$ cat src/rtl/mem_port_arbiter.sv
// Two-requester arbiter in front of the single-word data memory controller.
// Optional macro MEM_ARB_ROUND_ROBIN_EN selects round-robin tie-break; default is fixed priority (A wins).
module mem_port_arbiter #(
  parameter int unsigned DATA_WIDTH     = 32,
  parameter int unsigned ADDR_WIDTH     = 32,
  parameter int unsigned TIMEOUT_CYCLES = 64,
  parameter int unsigned TO_WIDTH       = 7
) (
  input  logic                  clk,
  input  logic                  rst,
  input  logic                  a_req,
  input  logic                  a_we,
  input  logic [ADDR_WIDTH-1:0] a_addr,
  input  logic [DATA_WIDTH-1:0] a_wdata,
  output logic                  a_gnt,
  output logic                  a_done,
  output logic [DATA_WIDTH-1:0] a_rdata,
  input  logic                  b_req,
  input  logic                  b_we,
  input  logic [ADDR_WIDTH-1:0] b_addr,
  input  logic [DATA_WIDTH-1:0] b_wdata,
  output logic                  b_gnt,
  output logic                  b_done,
  output logic [DATA_WIDTH-1:0] b_rdata,
  output logic                  ctrl_rd_en,
  output logic                  ctrl_wr_en,
  output logic [ADDR_WIDTH-1:0] ctrl_addr,
  output logic [DATA_WIDTH-1:0] ctrl_wdata,
  input  logic [DATA_WIDTH-1:0] ctrl_rdata,
  input  logic                  ctrl_rvalid,
  input  logic                  ctrl_busy,
  output logic                  timeout_err
);

  typedef enum logic [1:0] {IDLE, ISSUE, WAIT_BUSY, WAIT_DONE} state_e;

  state_e                state_q, state_d;
  logic                  we_q, we_d;
  logic                  owner_q, owner_d;   // 0 = port A, 1 = port B
  logic [ADDR_WIDTH-1:0] addr_q, addr_d;
  logic [DATA_WIDTH-1:0] wdata_q, wdata_d;
  logic [TO_WIDTH-1:0]   wd_q, wd_d;
  logic                  a_gnt_q, a_gnt_d, b_gnt_q, b_gnt_d;
  logic                  a_done_q, a_done_d, b_done_q, b_done_d;
  logic [DATA_WIDTH-1:0] a_rdata_q, a_rdata_d, b_rdata_q, b_rdata_d;
  logic                  rd_en_q, rd_en_d, wr_en_q, wr_en_d;
  logic                  timeout_q, timeout_d;

  logic pick_b;
  logic any_req;
  logic waiting;
  logic wd_expired;
  logic rd_hit;
  logic wr_hit;
  logic go;

`ifdef MEM_ARB_ROUND_ROBIN_EN
  logic rr_q, rr_d;   // owner of the most recent ISSUE; 1 = B

  always_comb pick_b = b_req & (~a_req | ~rr_q);

  always_comb begin
    rr_d = rr_q;
    if (state_q == ISSUE) rr_d = owner_q;
  end

  always_ff @(posedge clk) begin
    if (rst) rr_q <= 1'b1;
    else     rr_q <= rr_d;
  end
`else
  always_comb pick_b = b_req & ~a_req;
`endif

  always_comb begin
    any_req    = a_req | b_req;
    waiting    = (state_q == WAIT_BUSY) || (state_q == WAIT_DONE);
    wd_expired = waiting && (wd_q == TO_WIDTH'(TIMEOUT_CYCLES - 1));
    rd_hit     = (state_q == WAIT_DONE) && !we_q && ctrl_rvalid;
    wr_hit     = (state_q == WAIT_DONE) && we_q && !ctrl_busy;
  end

  // State register
  always_ff @(posedge clk) begin
    if (rst) state_q <= IDLE;
    else     state_q <= state_d;
  end

  // Next-state logic; a completion in the same cycle as expiry wins over the abort
  always_comb begin
    state_d = state_q;
    case (state_q)
      IDLE:      if (!ctrl_busy && any_req) state_d = ISSUE;
      ISSUE:     state_d = WAIT_BUSY;
      WAIT_BUSY: begin
        if (wd_expired)     state_d = IDLE;
        else if (ctrl_busy) state_d = WAIT_DONE;
      end
      WAIT_DONE: begin
        if (rd_hit || wr_hit || wd_expired) state_d = IDLE;
      end
      default:   state_d = IDLE;
    endcase
  end

  // Output / datapath logic feeding the registered outputs
  always_comb begin
    go        = (state_q == IDLE) && (state_d == ISSUE);
    owner_d   = owner_q;
    we_d      = we_q;
    addr_d    = addr_q;
    wdata_d   = wdata_q;
    a_gnt_d   = 1'b0;
    b_gnt_d   = 1'b0;
    rd_en_d   = 1'b0;
    wr_en_d   = 1'b0;
    a_done_d  = (rd_hit | wr_hit) & ~owner_q;
    b_done_d  = (rd_hit | wr_hit) &  owner_q;
    a_rdata_d = a_rdata_q;
    b_rdata_d = b_rdata_q;
    timeout_d = wd_expired & ~(rd_hit | wr_hit);

    if (go) begin
      owner_d = pick_b;
      we_d    = pick_b ? b_we    : a_we;
      addr_d  = pick_b ? b_addr  : a_addr;
      wdata_d = pick_b ? b_wdata : a_wdata;
      a_gnt_d = ~pick_b;
      b_gnt_d =  pick_b;
      rd_en_d = ~we_d;
      wr_en_d =  we_d;
    end

    if (rd_hit) begin
      if (owner_q) b_rdata_d = ctrl_rdata;
      else         a_rdata_d = ctrl_rdata;
    end

    // Watchdog restarts on every state change so each wait state gets a fresh budget
    if (state_d != state_q) wd_d = '0;
    else if (waiting)       wd_d = wd_q + TO_WIDTH'(1);
    else                    wd_d = '0;
  end

  always_ff @(posedge clk) begin
    if (rst) begin
      we_q      <= 1'b0;
      owner_q   <= 1'b0;
      addr_q    <= '0;
      wdata_q   <= '0;
      wd_q      <= '0;
      a_gnt_q   <= 1'b0;
      b_gnt_q   <= 1'b0;
      a_done_q  <= 1'b0;
      b_done_q  <= 1'b0;
      a_rdata_q <= '0;
      b_rdata_q <= '0;
      rd_en_q   <= 1'b0;
      wr_en_q   <= 1'b0;
      timeout_q <= 1'b0;
    end else begin
      we_q      <= we_d;
      owner_q   <= owner_d;
      addr_q    <= addr_d;
      wdata_q   <= wdata_d;
      wd_q      <= wd_d;
      a_gnt_q   <= a_gnt_d;
      b_gnt_q   <= b_gnt_d;
      a_done_q  <= a_done_d;
      b_done_q  <= b_done_d;
      a_rdata_q <= a_rdata_d;
      b_rdata_q <= b_rdata_d;
      rd_en_q   <= rd_en_d;
      wr_en_q   <= wr_en_d;
      timeout_q <= timeout_d;
    end
  end

  assign a_gnt       = a_gnt_q;
  assign b_gnt       = b_gnt_q;
  assign a_done      = a_done_q;
  assign b_done      = b_done_q;
  assign a_rdata     = a_rdata_q;
  assign b_rdata     = b_rdata_q;
  assign ctrl_rd_en  = rd_en_q;
  assign ctrl_wr_en  = wr_en_q;
  assign ctrl_addr   = addr_q;
  assign ctrl_wdata  = wdata_q;
  assign timeout_err = timeout_q;

endmodule
$ cat config.mk
export PLATFORM = sky130hd
export DESIGN_NAME = mem_port_arbiter
export DESIGN_NICKNAME = d
export VERILOG_FILES = /design/src/rtl/mem_port_arbiter.sv
export SDC_FILE = /design/constraint.sdc
export NUM_CORES = 1
export LEC_CHECK = 0
export ABC_AREA = 1
export CELL_PAD_IN_SITES_DETAIL_PLACEMENT = 2
export CELL_PAD_IN_SITES_GLOBAL_PLACEMENT = 2
export CORE_MARGIN = 8
export CORE_UTILIZATION = 21
export DETAILED_ROUTE_END_ITERATION = 6
export PLACE_DENSITY = 0.87
export SYNTH_ARGS = -nofsm -noshare
export SYNTH_HDL_FRONTEND = slang
export SYNTH_SLANG_ARGS = --single-unit
$ cat constraint.sdc
create_clock -name clk -period 1.6 [get_ports clk]
set_input_delay 0.32 -clock clk [delete_from_list [all_inputs] [get_ports clk]]
set_output_delay 0.32 -clock clk [all_outputs]
set_load 0.02 [all_outputs]
==> impl_metrics.toml, run 1 <==
[detailed_routing]
routed-wl-met3_um = 3330
routed.top_layer = "met5"
wl_um = 27200
wl_met1_um = 10300
wl_met2_um = 13300
drc_errors = 0
vias_per_cell = 4.51
drtAntennaViolNets = 0
dr.pass1.iters = 4
vias = 6421
wl_per_cell_um = 19.1
drt-initial-drc-count = 168

[timing]
tightest_slew_ns = 0.422
skew_ns = 0.0127
holdWs_ns = 0.320
fmax_ghz = 0.653
fin_crit_sh_pct = 95.7
finalHoldViolCount = 0
setup_viol = 0
max_slew_margin_pct = 71.8
grt_setup_unrepaired = "yes"
fin_crit_ns = 1.53
slew_viol_final = 0

[floorplanning]
core_area_um2 = 28400
std_cell_rows = 62
fp.dieW_um = 185
num_io_pins = 303
die_h_um = 185
dieArea_um2 = 34200
start_util_pct = 21.1

[worst_setup_path]
rrSetupSlack_ns = 0.13
r2r_cells = 6
crit-reg2reg-launch = "state_q[1]"
worstSetupStartpointType = "input port"
end_kind = "flip-flop"
crit_type = "in -> reg"
path_max_fanout = 20
critPathRequiredTime_ns = 1.90
critical_path_arrival_ns = 1.83
r2r_end = "ctrl_addr[29]"

[logic_synthesis]
synth_edf_count = 0
syn-cell-area_um2 = 5990
yosys.area_share.simple_pct = 26.5
synth-seq-cells = 146
synthArstFlopShare_pct = 0
synthAdderAreaFrac_pct = 0.209
yosys_warnings = 0
synth_top_family_by_area = "simple AND/OR/NAND/NOR gates"
muxShareOfSynthArea_pct = 0
syn_nets = 900
ys.flop_type = "dfxtp_1"
synth_xor_area_share_pct = 0.584
syn-instance-count = 731
avgSynthCellArea_um2 = 8.20
ys_seq_area_share_pct = 48.8
synth_compound_area_share_pct = 16.5
synth.distinct_cells = 29

[cells_and_area]
fin_util_pct = 35.1
final_common_cell = "nand2_1"
fillCellCount = 3248
diodes = 0
area_delta_synth_final_pct = 66.1
layout.nets = 1197
layout_common_cells = "nand2_1 (208), clkdlybuf4s50_1 (166), dfxtp_1 (146)"
drive_gt1_share_pct = 8.17
multiInputGateArea_um2 = 2650
seqCellArea_um2 = 2920

[cts]
clk_pin_slew_worst_paths_ns = 0.06
post-cts-setup-buffer-count = 0
cts_tree = "built"
cts-htree-levels = 4
clock-sinks = 146
root_buffer = "clkbuf_16"
cts_hold_buf = 0
numCtsBuffers = 17
insertion_delay_ns = 0.42
clock_path_buffers = 2

[power]
power_frac_comb_pct = 18.2
swShare_pct = 29.5
power_frac_seq_pct = 41.3
p_leak_nw = 4.70
p_per_area_nw_per_um2 = 958
clkPwrFrac_pct = 40.4
ir_drop_mv = 0.545
p_int_mw = 6.72
switching_power_mw = 2.81

[global_route]
antenna_found_initial = 1
grt_pass1_wl_um = 41400
grtUsageTotal_pct = 15.6
grt_max_degree = 68
grt-ovfl-total = 0
grt_pass1_vias = 7346

[status]
status = "finished, final reports clean"

[worst_hold_path]
hold_path_depth = 4
min-delay-start = "rst"
min_to = "state_q[1]"
hold_path.class = "in -> reg"

[placed_design]
portBuffers = 302
place.gp.congestion = 0.770
hpwl_um = 20900

[flow_run]
max_cap_violations = 0
[how the worst max path moves through the flow]
stage / depth (start not counted) / slack (ns) / end / startpoint
after floorplan: 9 / 0.29 / wd_q[0] / wd_q[0]
after global placement: 8 / -0.33 / ctrl_wdata[8] / b_req
after detailed placement: 8 / -0.38 / ctrl_wdata[8] / b_req
after CTS: 9 / 0.02 / wd_q[2] / wd_q[0]
after global routing: 9 / -0.009 / wd_q[3] / wd_q[0]
final: 7 / 0.07 / ctrl_addr[29] / b_req
[metal layers]
metal	vias up	track usage (%)
met1	3083	16.2
met2	235	27.1
met3	19	8.28
met4	2	3.91
li1	3082	-
met5	-	0
[logic make-up (layout without fill, tap and decap cells)]
| kind of cell | after synthesis | count (layout) |
|---|---|---|
| AO/OA/AOI/OAI | 133 | 133 |
| XOR/XNOR | 4 | 4 |
| adder cells (fa/ha/maj) | 1 | 1 |
| buffers and inverters | 76 | 386 |
| flip-flops | 146 | 146 |
| AND/OR/NAND/NOR | 371 | 371 |
[cell type report]
type,instances,area share [%]
Timing Repair Buffer,342,33.1
Inverter,12,0.553
Tap cell,384,4.82
Clock buffer,18,4.31
Multi-Input combinational cell,509,26.6
Clock inverter,14,1.21
Sequential cell,146,29.4
[worst max-delay path: stages]
cell,delay (ns)
clkdlybuf4s50_1,0.49
inv_1,0.05
or2_2,0.36
buf_4,0.25
nand2_1,0.10
nand3_1,0.10
o211a_1,0.13
[Yosys cell counts (2+ instances only)]
cell type  count  area, µm²
a21oi_1       66        330
buf_1          2       7.51
buf_2         19       95.1
buf_4          6       45.0
buf_6         12        135
buf_8          2       30.0
clkbuf_1      23       86.3
clkinv_1       2       7.51
dfxtp_1      146       2920
inv_1          8       30.0
nand2_1      209        785
nand3_1      134        671
nor2_1        18       67.6
nor3_1         3       15.0
o211a_1       64        641
o21ai_0        2       10.0
xnor2_1        2       17.5
xor2_1         2       17.5
[state kept, by name (all words and copies together) (netlist names)]
name and cells:
b_rdata 32, we_q 1, ctrl_wdata 32, timeout_err 1, b_done 1, a_done 1
state_q 2, owner_q 1, a_rdata 32, b_gnt 1, wd_q 7, ctrl_wr_en 1
ctrl_addr 32, ctrl_rd_en 1, a_gnt 1
[power groups by stage]
stage	Combinational, mW	Clock [mW]	Sequential, mW
floorplan	0.577	0	4.23
global placement	1.83	0	4.02
detailed placement	1.88	0	4.03
CTS	1.75	4.02	3.94
global route	1.88	4.14	3.96
finish	1.74	3.85	3.94
[through the flow]
step | setup WS (ns) | cells | instance area, µm² | power, mW | setup TNS [ns]
3_5_place_dp | -0.379 | 1392 | 9520 | 5.91 | -28.65
6_report | 0.0680 | 1425 | 9960 | 9.54 | 0
3_3_place_gp | -0.332 | 1392 | 9520 | 5.85 | -22.25
2_1_floorplan | 0.288 | 731 | 5990 | 4.81 | 0
5_1_grt | -0.00920 | 1425 | 9960 | 9.99 | -0.0128
4_1_cts | 0.0233 | 1424 | 9900 | 9.71 | 0
[timing repair]
action | in CTS | in global routing
resized for setup | 136 | 9
gates cloned | 0 | 1
setup endpoints to repair | 138 | 10
Note: power is estimated with default switching activity, not from simulation.
==> inputs of run 2 (changes only) <==
--- a/config.mk
+++ b/config.mk
@@ -12,6 +12,7 @@
 export CORE_UTILIZATION = 21
 export DETAILED_ROUTE_END_ITERATION = 6
 export PLACE_DENSITY = 0.87
+export SLEW_MARGIN = 15
 export SYNTH_ARGS = -nofsm -noshare
 export SYNTH_HDL_FRONTEND = slang
 export SYNTH_SLANG_ARGS = --single-unit
==> results of run 2 <==
The final DEF is identical to that of run 1; final timing and power are the same.
==> inputs of run 3 (changes only) <==
--- a/config.mk
+++ b/config.mk
@@ -6,12 +6,13 @@
 export NUM_CORES = 1
 export LEC_CHECK = 0
 export ABC_AREA = 1
+export CAP_MARGIN = 10
 export CELL_PAD_IN_SITES_DETAIL_PLACEMENT = 2
 export CELL_PAD_IN_SITES_GLOBAL_PLACEMENT = 2
 export CORE_MARGIN = 8
-export CORE_UTILIZATION = 21
+export CORE_UTILIZATION = 19
 export DETAILED_ROUTE_END_ITERATION = 6
-export PLACE_DENSITY = 0.87
+export PLACE_DENSITY = 0.83
 export SLEW_MARGIN = 15
 export SYNTH_ARGS = -nofsm -noshare
 export SYNTH_HDL_FRONTEND = slang
==> constraint.sdc (replaced) <==
create_clock -name clk -period 1.27 [get_ports clk]
set_input_delay 0.254 -clock clk [delete_from_list [all_inputs] [get_ports clk]]
set_output_delay 0.254 -clock clk [all_outputs]
set_load 0.02 [all_outputs]
==> run 3 against run 2 <==
  * Die area up 9.6%
  * Power up 35%
  * Highest routed layer unchanged
  * Clock skew down 0.00074 ns
  * Largest cell class unchanged
  * The flow now finishes with violations (negative setup slack)
  * Design area up 9.5%
==> impl_metrics.toml, run 3 (synthesis gave the netlist of run 1 again) <==
[worst_hold_path]
hold_path.class = "in -> reg"

[global_route]
grt-ovfl-total = 0
grtUsageTotal_pct = 15.7
antenna_found_initial = 4
grt_max_degree = 68
grt_pass1_vias = 7699
grt_pass1_wl_um = 46100

[detailed_routing]
drt-initial-drc-count = 133
vias_per_cell = 4.53
dr.pass1.iters = 4
drc_errors = 0
wl_um = 31800
vias = 6768
drtAntennaViolNets = 0
wl_per_cell_um = 21.3

[power]
p_leak_nw = 4.93
power_frac_comb_pct = 21.6
power_frac_seq_pct = 38.6
ir_drop_mv = 0.721
p_int_mw = 9.22
p_per_area_nw_per_um2 = 1180
swShare_pct = 28.4
switching_power_mw = 3.66
clkPwrFrac_pct = 39.8

[placed_design]
placedCellCount = 1417
portBuffers = 302
placed_cell_area_um2 = 9670
hpwl_um = 20500
place.gp.congestion = 0.730

[cells_and_area]
fin_area_um2 = 10900
drive_gt1_share_pct = 30.9
fin_cells = 1493
area_delta_synth_final_pct = 82.0
layout.nets = 1247
final_common_cell = "nand2_1"
fin_util_pct = 34.8
layout_common_cells = "nand2_1 (198), clkdlybuf4s50_1 (164), dfxtp_1 (141)"
diodes = 0

[timing]
tightest_slew_ns = 0.357
fin_crit_ns = 1.37
fmax_ghz = 0.729
max_slew_margin_pct = 76.2
fin_crit_sh_pct = 108
skew_ns = 0.0119
finalHoldViolCount = 0
slew_viol_final = 0
grt_setup_unrepaired = "yes"
setup_viol = 113
worst_slack_ns = -0.103

[floorplanning]
core_area_um2 = 31300
fp.dieW_um = 194
dieArea_um2 = 37500
die_h_um = 194
num_io_pins = 303
start_util_pct = 19.1
std_cell_rows = 65

[worst_setup_path]
critPathRequiredTime_ns = 1.63
crit_path_max_incr_delay_ns = 0.36
crit_type = "reg -> reg"
path_max_fanout = 6
worstSetupStartpointType = "flip-flop"
end_kind = "flip-flop"
crit_top_cell = "buf_12"
crit_slowest_cell = "dfxtp_4"
critical_path_arrival_ns = 1.73
crit_chain = "nor2_4 > nand3b_4 > inv_8 > buf_12 > buf_12 > buf_16 > o211a_1"

[cts]
numCtsBuffers = 17
cts-htree-levels = 4
clk_pin_slew_worst_paths_ns = 0.06
cts_tree = "built"
clock_path_buffers = 2
root_buffer = "clkbuf_16"
clock-sinks = 146
insertion_delay_ns = 0.42

[flow_run]
max_cap_violations = 0

[status]
violations = "negative setup slack"
status = "complete, but fails checks"
## run 3: cell types whose count changed in the layout (fill, tap and decap cells not counted), sizes merged, moves of 3 or more
cell	previous run	this run
buf	40	211
inv	20	12
clkbuf	19	31
dlygate4sd2	135	2
clkinvlp	2	5
bufbuf	0	3
## run 3: repair_timing
action | in CTS | in global routing
setup buffers | 16 | 2
resized for setup | 607 | 73
cloned | 15 | 12
hold buffers | 0 | 0
endpoints found under the setup margin | 271 | 147
pin swaps | 6 | 45
## run 3: metrics by stage
stage / setup TNS, ns / total power, mW / setup WS (ns) / hold WS [ns]
2_1_floorplan: 0 / 6.06 / 0.00681 / 0.401
3_3_place_gp: -66.38 / 7.39 / -0.605 / 0.449
3_5_place_dp: -71.81 / 7.46 / -0.671 / 0.457
4_1_cts: -4.99 / 12.9 / -0.0829 / 0.225
5_1_grt: -13.20 / 13.5 / -0.151 / 0.234
6_report: -5.29 / 12.9 / -0.103 / 0.242
## run 3: cell type report
cell class,instances,area (µm²)
Fill cell,3488,20400
Clock buffer,20,447
Tap cell,402,503
Timing Repair Buffer,391,3840
Inverter,12,68.8
Multi-Input combinational cell,509,2960
Sequential cell,146,2930
Timing Repair inverter,1,16.3
Clock inverter,12,131
## run 3: worst paths after layout
path	end	cells after the start	startpoint	slack (ns)
max	ctrl_wdata[2]	7	state_q[1]	-0.10
min	timeout_err	4	rst	0.24
max reg2reg	ctrl_wdata[2]	7	state_q[1]	-0.10
min reg2reg	a_rdata[20]	2	a_rdata[20]	0.46
## run 3: routing by layer
metal	global-route usage, %	wire [µm]	vias up
met3	7.39	2940	36
met1	17.4	12800	3291
met2	27.0	15400	248
met5	0	55	-
li1	-	-	3185
met4	3.82	548	8
## run 3: power groups by stage
stage	Sequential [mW]	Clock, mW	Combinational, mW
4_1_cts	4.97	5.30	2.68
6_report	4.97	5.13	2.78
3_5_place_dp	5.07	0	2.39
3_3_place_gp	5.06	0	2.34
2_1_floorplan	5.34	0	0.726
5_1_grt	4.99	5.51	2.98
## run 3: critical path, delay by kind of cell (launching register included)
family                 cells  cell delay, ns
buffers and inverters      4            0.50
flip-flops                 1            0.36
AND/OR/NAND/NOR            2            0.29
AO/OA/AOI/OAI              1            0.16
